## config.mk

```make
export PLATFORM = sky130hd
export DESIGN_NAME = onehot_regfile_8x
export DESIGN_NICKNAME = d
export VERILOG_FILES = /design/src/rtl/nark_rf_pkg.sv /design/src/rtl/onehot_validator.sv /design/src/rtl/onehot_regfile_8x.sv
export SDC_FILE = /design/constraint.sdc
export NUM_CORES = 1
export LEC_CHECK = 0
export BUFFER_PORTS_ARGS = -buffer_cell sky130_fd_sc_hd__buf_2
export CORE_ASPECT_RATIO = 1.2
export CORE_MARGIN = 4
export CORE_UTILIZATION = 53
export CTS_CLUSTER_SIZE = 24
export DETAILED_ROUTE_END_ITERATION = 8
export GPL_TIMING_DRIVEN = 0
export PLACE_DENSITY = 0.69
export SYNTH_ARGS = -nofsm -noshare
export SYNTH_HDL_FRONTEND = slang
export SYNTH_SLANG_ARGS = --single-unit
export TNS_END_PERCENT = 1
```

## constraint.sdc

```tcl
create_clock -name CLK -period 4.47 [get_ports CLK]
set_input_delay 0.447 -clock CLK [delete_from_list [all_inputs] [get_ports CLK]]
set_output_delay 0.447 -clock CLK [all_outputs]
set_load 0.02 [all_outputs]
```

## src/rtl/nark_rf_pkg.sv

```systemverilog
// Shared sizing and types for the one-hot-addressed register file.
package nark_rf_pkg;

   localparam int unsigned NUM_REGS = 8;
   localparam int unsigned ADDR_W   = 3;

   typedef logic [NUM_REGS-1:0] rf_onehot_t;
   typedef logic [ADDR_W-1:0]   rf_addr_t;

endpackage : nark_rf_pkg

```

## src/rtl/onehot_validator.sv

```systemverilog
// Classifies a write-enable vector as empty, legal (exactly one hot) or illegal,
// and encodes the hot bit's index for the legal case.
module onehot_validator
   import nark_rf_pkg::*;
(
   input  logic [NUM_REGS-1:0] onehot,
   output logic                is_zero,
   output logic                is_legal,
   output logic [ADDR_W-1:0]   idx
);

   // OR-encoder: only meaningful when is_legal is set.
   always_comb begin
      idx = '0;
      for (int i = 0; i < int'(NUM_REGS); i++) begin
         if (onehot[i]) begin
            idx = idx | rf_addr_t'(i);
         end
      end
   end

   assign is_zero  = (onehot == '0);
   assign is_legal = $onehot(onehot);

endmodule : onehot_validator

```

## src/rtl/onehot_regfile_8x.sv

```systemverilog
// 8-entry register file written by a one-hot enable vector; two registered read
// ports with write bypass, a busy scoreboard and a sticky multi-hot error flag.
module onehot_regfile_8x
   import nark_rf_pkg::*;
#(
   parameter int unsigned DATA_W = 32
) (
   input  logic                CLK,
   input  logic                RESET_N,
   input  logic [NUM_REGS-1:0] WR_EN_ONEHOT,
   input  logic [DATA_W-1:0]   WR_DATA,
   input  logic [ADDR_W-1:0]   RD_ADDR_A,
   input  logic [ADDR_W-1:0]   RD_ADDR_B,
   output logic [DATA_W-1:0]   RD_DATA_A,
   output logic [DATA_W-1:0]   RD_DATA_B,
   input  logic                RESERVE_VALID,
   input  logic [ADDR_W-1:0]   RESERVE_ADDR,
   output logic [NUM_REGS-1:0] BUSY,
   input  logic                CLEAR_ERROR,
   output logic                WR_ERROR
);

   logic [DATA_W-1:0]   regs [NUM_REGS];
   logic                wr_zero;
   logic                wr_legal;
   logic [ADDR_W-1:0]   wr_idx;
   logic                wr_illegal;
   logic [NUM_REGS-1:0] busy_nxt;
   logic [DATA_W-1:0]   rd_a_nxt;
   logic [DATA_W-1:0]   rd_b_nxt;
   logic                err_nxt;

   onehot_validator u_validator (
      .onehot   (WR_EN_ONEHOT),
      .is_zero  (wr_zero),
      .is_legal (wr_legal),
      .idx      (wr_idx)
   );

   assign wr_illegal = !wr_zero && !wr_legal;

   // Read muxes with same-cycle bypass of a legal write.
   always_comb begin
      rd_a_nxt = regs[RD_ADDR_A];
      rd_b_nxt = regs[RD_ADDR_B];
      if (wr_legal && (wr_idx == RD_ADDR_A)) begin
         rd_a_nxt = WR_DATA;
      end
      if (wr_legal && (wr_idx == RD_ADDR_B)) begin
         rd_b_nxt = WR_DATA;
      end
   end

   // Scoreboard: a new reservation outranks a completing write-back.
   always_comb begin
      busy_nxt = BUSY;
      for (int i = 0; i < int'(NUM_REGS); i++) begin
         if (RESERVE_VALID && (RESERVE_ADDR == rf_addr_t'(i))) begin
            busy_nxt[i] = 1'b1;
         end else if (wr_legal && WR_EN_ONEHOT[i]) begin
            busy_nxt[i] = 1'b0;
         end
      end
   end

   always_comb begin
      err_nxt = WR_ERROR;
      if (wr_illegal) begin
         err_nxt = 1'b1;
      end else if (CLEAR_ERROR) begin
         err_nxt = 1'b0;
      end
   end

   always_ff @(posedge CLK or negedge RESET_N) begin
      if (!RESET_N) begin
         for (int i = 0; i < int'(NUM_REGS); i++) begin
            regs[i] <= '0;
         end
         RD_DATA_A <= '0;
         RD_DATA_B <= '0;
         BUSY      <= '0;
         WR_ERROR  <= 1'b0;
      end else begin
         if (wr_legal) begin
            regs[wr_idx] <= WR_DATA;
         end
         RD_DATA_A <= rd_a_nxt;
         RD_DATA_B <= rd_b_nxt;
         BUSY      <= busy_nxt;
         WR_ERROR  <= err_nxt;
      end
   end

endmodule : onehot_regfile_8x
```

After elaboration in Yosys (flattened, before gate mapping)
Cells that the tools add are included.
W data, S select, Z words.
{"block": "totals", "wordCells": 112, "out_inout_bits": 73, "regBits": 329, "in_bits": 53}
{"block": "classes", "n_eq_ne": 10, "bitwise_logic": 3, "muxes": 36, "reduce_logical": 33, "order_cmp": 4, "addsub": 7}
{"op": "$bwmux W256", "n": 1}
{"op": "$mux W32", "n": 7}
{"op": "$bmux W32 S3", "n": 2}
{"op": "$demux W32 S3", "n": 1}
{"op": "$logic_and A1 B1 Y1", "n": 20}
{"op": "$mux W1", "n": 19}
{"op": "$reduce_bool A2 Y1", "n": 9}
{"op": "$add A4 B4 Y4", "n": 3}
{"op": "$eq A3 B3 Y1 const B", "n": 4}
{"op": "$ge A4 B4 Y1 const B", "n": 3}
{"op": "$mux W3", "n": 4}
{"op": "$not A3 Y4", "n": 3}
{"op": "$add A1 B1 Y2", "n": 4}
{"op": "$logic_not A8 Y1", "n": 1}
{"op": "$eq A3 B2 Y1 const B", "n": 2}
{"op": "$eq A3 B3 Y1", "n": 2}
{"op": "$eq A4 B1 Y1 const B", "n": 1}
{"op": "$lt A4 B1 Y1 const B", "n": 1}
{"op": "$mux W2", "n": 2}
{"op": "$eq A3 B1 Y1 const B", "n": 1}
{"op": "$logic_not A3 Y1", "n": 1}
{"op": "$logic_not A1 Y1", "n": 2}

Logic depth before layout (Yosys ltp)
{"block": "logic_depth", "ltp_word": 13, "depth_mapped": 15, "mapped_depth_nobuf": 12}

By module
Synthesis repeated with hierarchy kept, for this count alone.
{"block": "unflattened", "cells_unflattened": 1027, "area_unflattened_um2": 16968.8}
{"module": "onehot_regfile_8x", "area_each_um2": 16646.0, "seq_area_each_um2": 8232.9, "cells_per_inst": 988, "n_inst": 1}
{"module": "onehot_validator", "area_each_um2": 322.8, "seq_area_each_um2": 0.0, "cells_per_inst": 39, "n_inst": 1}

Worst setup path after synthesis
OpenSTA, ideal clock, no wires.
{"block": "synth_path", "kind": "input to register", "startpoint": "in WR_EN_ONEHOT[2]", "endpoint": "reg regs[204] in the netlist's numbering", "arrival_time_ns": 4.078, "required_time_ns": 4.342, "path_slack_ns": 0.265, "n_path_buf": 3, "path_stages": 15, "setup_ns": 0.128, "cell_sequence": "inv_1 ha_1 inv_1 fa_1 fa_1 inv_1 ha_1 fa_1 or4b_1 buf_2 nor4_4 and3_1 buf_2 buf_6 mux2_1"}
{"block": "synth_between", "elab_chain_cells": 12, "word_cells_on_any_way": 17, "classes_between": "add/sub: 3; order compare: 2; eq/ne: 1; mux: 9; bitwise: 1; reduce/logical: 1"}
{"element": "from (decl)", "line_no": "onehot_regfile_8x.sv:10", "source": "input logic [NUM_REGS-1:0] WR_EN_ONEHOT,"}
{"element": "$mux W2 (2 in a row)", "line_no": "onehot_validator.sv:16", "source": "if (onehot[i]) begin"}
{"element": "$mux W3 (4 in a row)", "line_no": "onehot_validator.sv:16"}
{"element": "$not A3 Y4 (implied by the code)", "line_no": "onehot_regfile_8x.sv:86", "source": "regs[wr_idx] <= WR_DATA;"}
{"element": "$ge A4 B4 Y1 (implied by the code) / $lt A4 B1 Y1 (equally long branches)", "line_no": "onehot_regfile_8x.sv:86"}
{"element": "$logic_and A1 B1 Y1 (implied by the code)", "line_no": "onehot_regfile_8x.sv:86"}
{"element": "$mux W32 (implied by the code)", "line_no": "onehot_regfile_8x.sv:86"}
{"element": "$demux W32 S3", "line_no": "onehot_regfile_8x.sv:86"}
{"element": "$bwmux W256", "line_no": "onehot_regfile_8x.sv:86"}
{"element": "to (signal, indexed assignment)", "line_no": "onehot_regfile_8x.sv:78", "source": "regs[i] <= '0;"}
{"element": "to (signal, indexed assignment)", "line_no": "onehot_regfile_8x.sv:86"}
{"element": "to (decl)", "line_no": "onehot_regfile_8x.sv:23", "source": "logic [DATA_W-1:0] regs [NUM_REGS];"}
Several ways; a longest one is shown, not always the timed one.
A chain may end at the register's enable or synchronous reset.

Worst setup path after layout
{"block": "layout_path", "startpoint": "in WR_EN_ONEHOT[7]", "endpoint": "reg regs[241] in the netlist's numbering"}
{"block": "layout_between", "elab_chain_cells": 7, "word_cells_on_any_way": 12, "classes_between": "add/sub: 3; order compare: 2; eq/ne: 1; mux: 4; bitwise: 1; reduce/logical: 1"}
{"element": "parallel branches: the longest is 7 deep, another holds $add A4 B4 Y4"}
Parallel ways; which one is timed is not known.

==> impl_metrics.prom <==
# TYPE chip_impl_metric gauge
chip_impl_metric{name="worstPathArrival",unit="ns"} 4.69
chip_impl_metric{name="finalWorstSetupSlack",unit="ns"} 0.173
chip_impl_info{name="clock-root-buffer",value="clkbuf_16"} 1
chip_impl_metric{name="synth_simple_gate_area_share",unit=""} 0.0121
chip_impl_metric{name="reg2reg_setup_slack",unit="ns"} 2.87
chip_impl_metric{name="antenna_found_initial",unit=""} 1
chip_impl_metric{name="wl_per_cell",unit="microns"} 24.6
chip_impl_metric{name="max_freq",unit="GHz"} 0.233
chip_impl_metric{name="final_antenna_net_count",unit=""} 0
chip_impl_metric{name="groute.layer.met1.usage",unit=""} 0.313
chip_impl_metric{name="finClkSkew",unit="ns"} 0.00827
chip_impl_info{name="critPathKind",value="in -> reg"} 1
chip_impl_info{name="rsz0062_at_grt",value="yes"} 1
chip_impl_metric{name="num_io_pins",unit=""} 126
chip_impl_info{name="cp-end-kind",value="flip-flop"} 1
chip_impl_metric{name="relSlewSlack",unit=""} 0.318
chip_impl_metric{name="rows",unit=""} 70
chip_impl_metric{name="asyncSetResetFlopFracSynth",unit=""} 1.00
chip_impl_info{name="min-delay-path-class",value="in -> reg"} 1
chip_impl_metric{name="critical_path.max_fanout",unit=""} 10
chip_impl_metric{name="finalNonFillerCells",unit=""} 1577
chip_impl_info{name="layout.cells.most_common_list",value="329 x dfrtp_1, 314 x mux2_2, 128 x mux4_2"} 1
chip_impl_metric{name="final_total_pwr",unit="mW"} 9.29
chip_impl_metric{name="worst_skew_pair.late_latency",unit="ns"} 0.52
chip_impl_metric{name="grt_pass1_wl",unit="microns"} 61300
chip_impl_metric{name="nets",unit=""} 1226
chip_impl_metric{name="clk_path_buf_depth",unit=""} 3
chip_impl_info{name="mostFrequentLayoutCell",value="dfrtp_1"} 1
chip_impl_metric{name="timing_hold_violations_final",unit=""} 0
chip_impl_metric{name="ys_seq_elements",unit=""} 329
chip_impl_metric{name="clock_sinks",unit=""} 329
chip_impl_info{name="critPathLaunch",value="WR_EN_ONEHOT[7]"} 1
chip_impl_metric{name="grt.overflow.total",unit=""} 0
chip_impl_metric{name="drive_above_1_share",unit=""} 0.522
chip_impl_metric{name="fin_setup_tns",unit="ns"} 0
chip_impl_info{name="yosys_most_used_dff",value="dfrtp_1"} 1
chip_impl_metric{name="place_worst_setup_slack",unit="ns"} -0.622
chip_impl_metric{name="syn_avg_cell_area",unit="sq um"} 16.1
chip_impl_metric{name="via_per_inst",unit=""} 6.03
chip_impl_info{name="critical_r2r_launch",value="regs[24]$_DFFE_PN0P_"} 1
chip_impl_info{name="status",value="finished clean"} 1
chip_impl_metric{name="placeable_core_region",unit="sq um"} 30700
chip_impl_metric{name="met2_usage_in_global_routing",unit=""} 0.394
chip_impl_metric{name="grt_use_total",unit=""} 0.233
chip_impl_info{name="cp_slowest_cell",value="fa_1"} 1
chip_impl_metric{name="max_cap_violations",unit=""} 0
chip_impl_metric{name="first_global_vias",unit=""} 10537
chip_impl_metric{name="worst_path_largest_cell_delay",unit="ns"} 0.54
chip_impl_metric{name="num_vias",unit=""} 9511
chip_impl_metric{name="synth-seq-area-share",unit=""} 0.496
chip_impl_metric{name="setup_violation_total_in_the_final_timing_report",unit=""} 0
chip_impl_metric{name="leakage_component_of_the_power",unit="nW"} 8.94
chip_impl_metric{name="irDropWorstVdd",unit="V"} 0.000366
chip_impl_metric{name="area_fraction_in_compound_gates_after_synthesis",unit=""} 0.00958
chip_impl_metric{name="die_area",unit="sq um"} 34200
chip_impl_metric{name="fp.dieH",unit="microns"} 202
chip_impl_metric{name="layout_min_cycle_time",unit="ns"} 4.30
chip_impl_metric{name="critical_path_required",unit="ns"} 4.87
chip_impl_metric{name="detailed_place.area",unit="sq um"} 17600
chip_impl_metric{name="cts_inserted_buffers",unit=""} 36
chip_impl_metric{name="cts.reportedPaths.clkPinSlew",unit="ns"} 0.06
chip_impl_info{name="grt-busiest-layer",value="met2"} 1
chip_impl_metric{name="synthDistinctLibCells",unit=""} 29
chip_impl_metric{name="final_area",unit="sq um"} 18800
chip_impl_metric{name="power.density_cell_area",unit="nW/um^2"} 495
chip_impl_info{name="tritoncts",value="done"} 1
chip_impl_metric{name="synthToLayoutAreaGrowth",unit="%"} 13.1
chip_impl_info{name="timing.rr.end",value="RD_DATA_B[24]$_DFF_PN0_"} 1
chip_impl_info{name="kind_of_launch_point_of_the_worst_setup_path",value="input pin"} 1
chip_impl_metric{name="detailedRoute.firstIterationViolations",unit=""} 580
chip_impl_metric{name="cts-htree-levels",unit=""} 2
chip_impl_metric{name="use_met3",unit=""} 0.0368
chip_impl_metric{name="synth-adder-area-share",unit=""} 0.0124
chip_impl_metric{name="die_w",unit="microns"} 170
chip_impl_metric{name="synthesis.instances",unit=""} 1028
chip_impl_metric{name="firstDrtPassIters",unit=""} 5
chip_impl_metric{name="synth_fp_nets",unit=""} 1095
chip_impl_metric{name="placement.io_buffers",unit=""} 89
chip_impl_metric{name="hpwl",unit="microns"} 24400
chip_impl_metric{name="synthesis.yosys.warnings",unit=""} 0
chip_impl_metric{name="synth-edff-count",unit=""} 0
chip_impl_metric{name="place.gp.congestion",unit=""} 0.778
chip_impl_metric{name="synth_xor_area_frac",unit=""} 0.00211
chip_impl_metric{name="synth_mux_area_frac",unit=""} 0.434
chip_impl_metric{name="worst_pin_slew",unit="ns"} 1.02
chip_impl_metric{name="r2r_cells",unit=""} 3
chip_impl_metric{name="mappedNetlistArea",unit="sq um"} 16600
chip_impl_metric{name="min_period_over_period",unit=""} 0.961
chip_impl_metric{name="maxSlewViolCount",unit=""} 0
chip_impl_info{name="worstSetupEndpoint",value="regs[241]$_DFFE_PN0P_"} 1
chip_impl_info{name="dominant_combinational_cell_family_by_area_after_synthesis",value="multiplexers"} 1
chip_impl_metric{name="grt_max_degree",unit=""} 123
chip_impl_metric{name="start_util",unit=""} 0.541
chip_impl_metric{name="drcViolationCount",unit=""} 0
chip_impl_info{name="cp_cell_sequence",value="buf_2, inv_1, ha_1, inv_1, fa_1, fa_1, inv_1, ha_1, fa_1, nor4b_4, and3_1, and3_1, clkbuf_1, clkbuf_4, mux2_2"} 1
chip_impl_metric{name="wirelength",unit="microns"} 38800
chip_impl_metric{name="post-place-cells",unit=""} 1516
## critical path, delay by kind of cell
kind	cells	cell delay (ns)
adders and majority gates	5	1.95
buffers and inverters	6	1.05
and+or+nand+nor	3	0.86
muxes	1	0.37
## cell families (layout without fill, tap and decap cells)
logic type	count (synthesis)	after routing
fa+ha+maj	14	14
simple gates	29	29
xor+xnor	4	4
buf+inv	122	274
other cells	0	1
mux	512	512
flops	329	329
compound gates	18	18
## layer usage
metal | routed length [microns] | up-vias
met2 | 19800 | 218
li1 | - | 4155
met5 | 20 | -
met3 | 1590 | 62
met1 | 16500 | 5074
met4 | 886 | 2
## how the worst min path moves through the flow
stage	start	to	slack (ns)	cells after the start
4_1_cts	CLEAR_ERROR	WR_ERROR$_DFFE_PN0P_	0.1	2
6_report	CLEAR_ERROR	WR_ERROR$_DFFE_PN0P_	0.12	2
3_3_place_gp	BUSY[1]$_DFFE_PN0P_	BUSY[1]$_DFFE_PN0P_	0.48	1
5_1_grt	CLEAR_ERROR	WR_ERROR$_DFFE_PN0P_	0.13	2
3_5_place_dp	RESET_N	regs[164]$_DFFE_PN0P_	0.37	1
2_1_floorplan	RESET_N	BUSY[0]$_DFFE_PN0P_	0.15	0
## per-stage QoR
step                      utilization  hold WS, ns
after global routing            0.612        0.133
after floorplan                     -        0.151
final                           0.612        0.119
after detailed placement        0.575        0.367
after global placement          0.572        0.479
after CTS                       0.611       0.0956
## state kept, by name, indices dropped and copies added, names as in the netlist
register / cells
regs: 256
WR_ERROR: 1
RD_DATA_A: 32
RD_DATA_B: 32
BUSY: 8
## Yosys cell counts, types with 6 or more instances
cell / number / area share
ha_1: 10 / 0.0075
dfrtp_1: 329 / 0.50
buf_6: 9 / 0.0061
clkbuf_1: 27 / 0.0061
buf_1: 45 / 0.010
buf_2: 21 / 0.0063
mux2_1: 70 / 0.048
inv_1: 20 / 0.0045
o21ai_0: 6 / 0.0018
nand2_1: 10 / 0.0023
mux2_2: 314 / 0.21
mux4_2: 128 / 0.17
## where the power goes
| group | leakage (nW) | internal (mW) | total, mW | switching, mW |
|---|---|---|---|---|
| Sequential | 4.41 | 3.75 | 4.17 | 0.425 |
| Clock | 0.532 | 1.65 | 2.79 | 1.14 |
| Combinational | 4.00 | 1.27 | 2.33 | 1.06 |
## timing repair
item | 4_1_cts | 5_1_grt
pin swaps | 0 | 0
hold buffers | 1 | 0
hold endpoints to repair | 44 | 0
setup endpoints to repair | 30 | 60
resized for setup | 1 | 5
setup buffers | 0 | 0
## cell type report
cell class              instances  area [sq um]
diodes                          1          2.50
inverters                      20          75.1
plain buffers                 102           487
clock buffers                  57          1080
well taps                     396           495
flip-flops and latches        329          8230
fillers                      2346         11900
repair buffers                 93           548
clock inverters                 2          12.5
multi-input cells             577          7830
No activity file was read; power rests on OpenSTA's default activity.
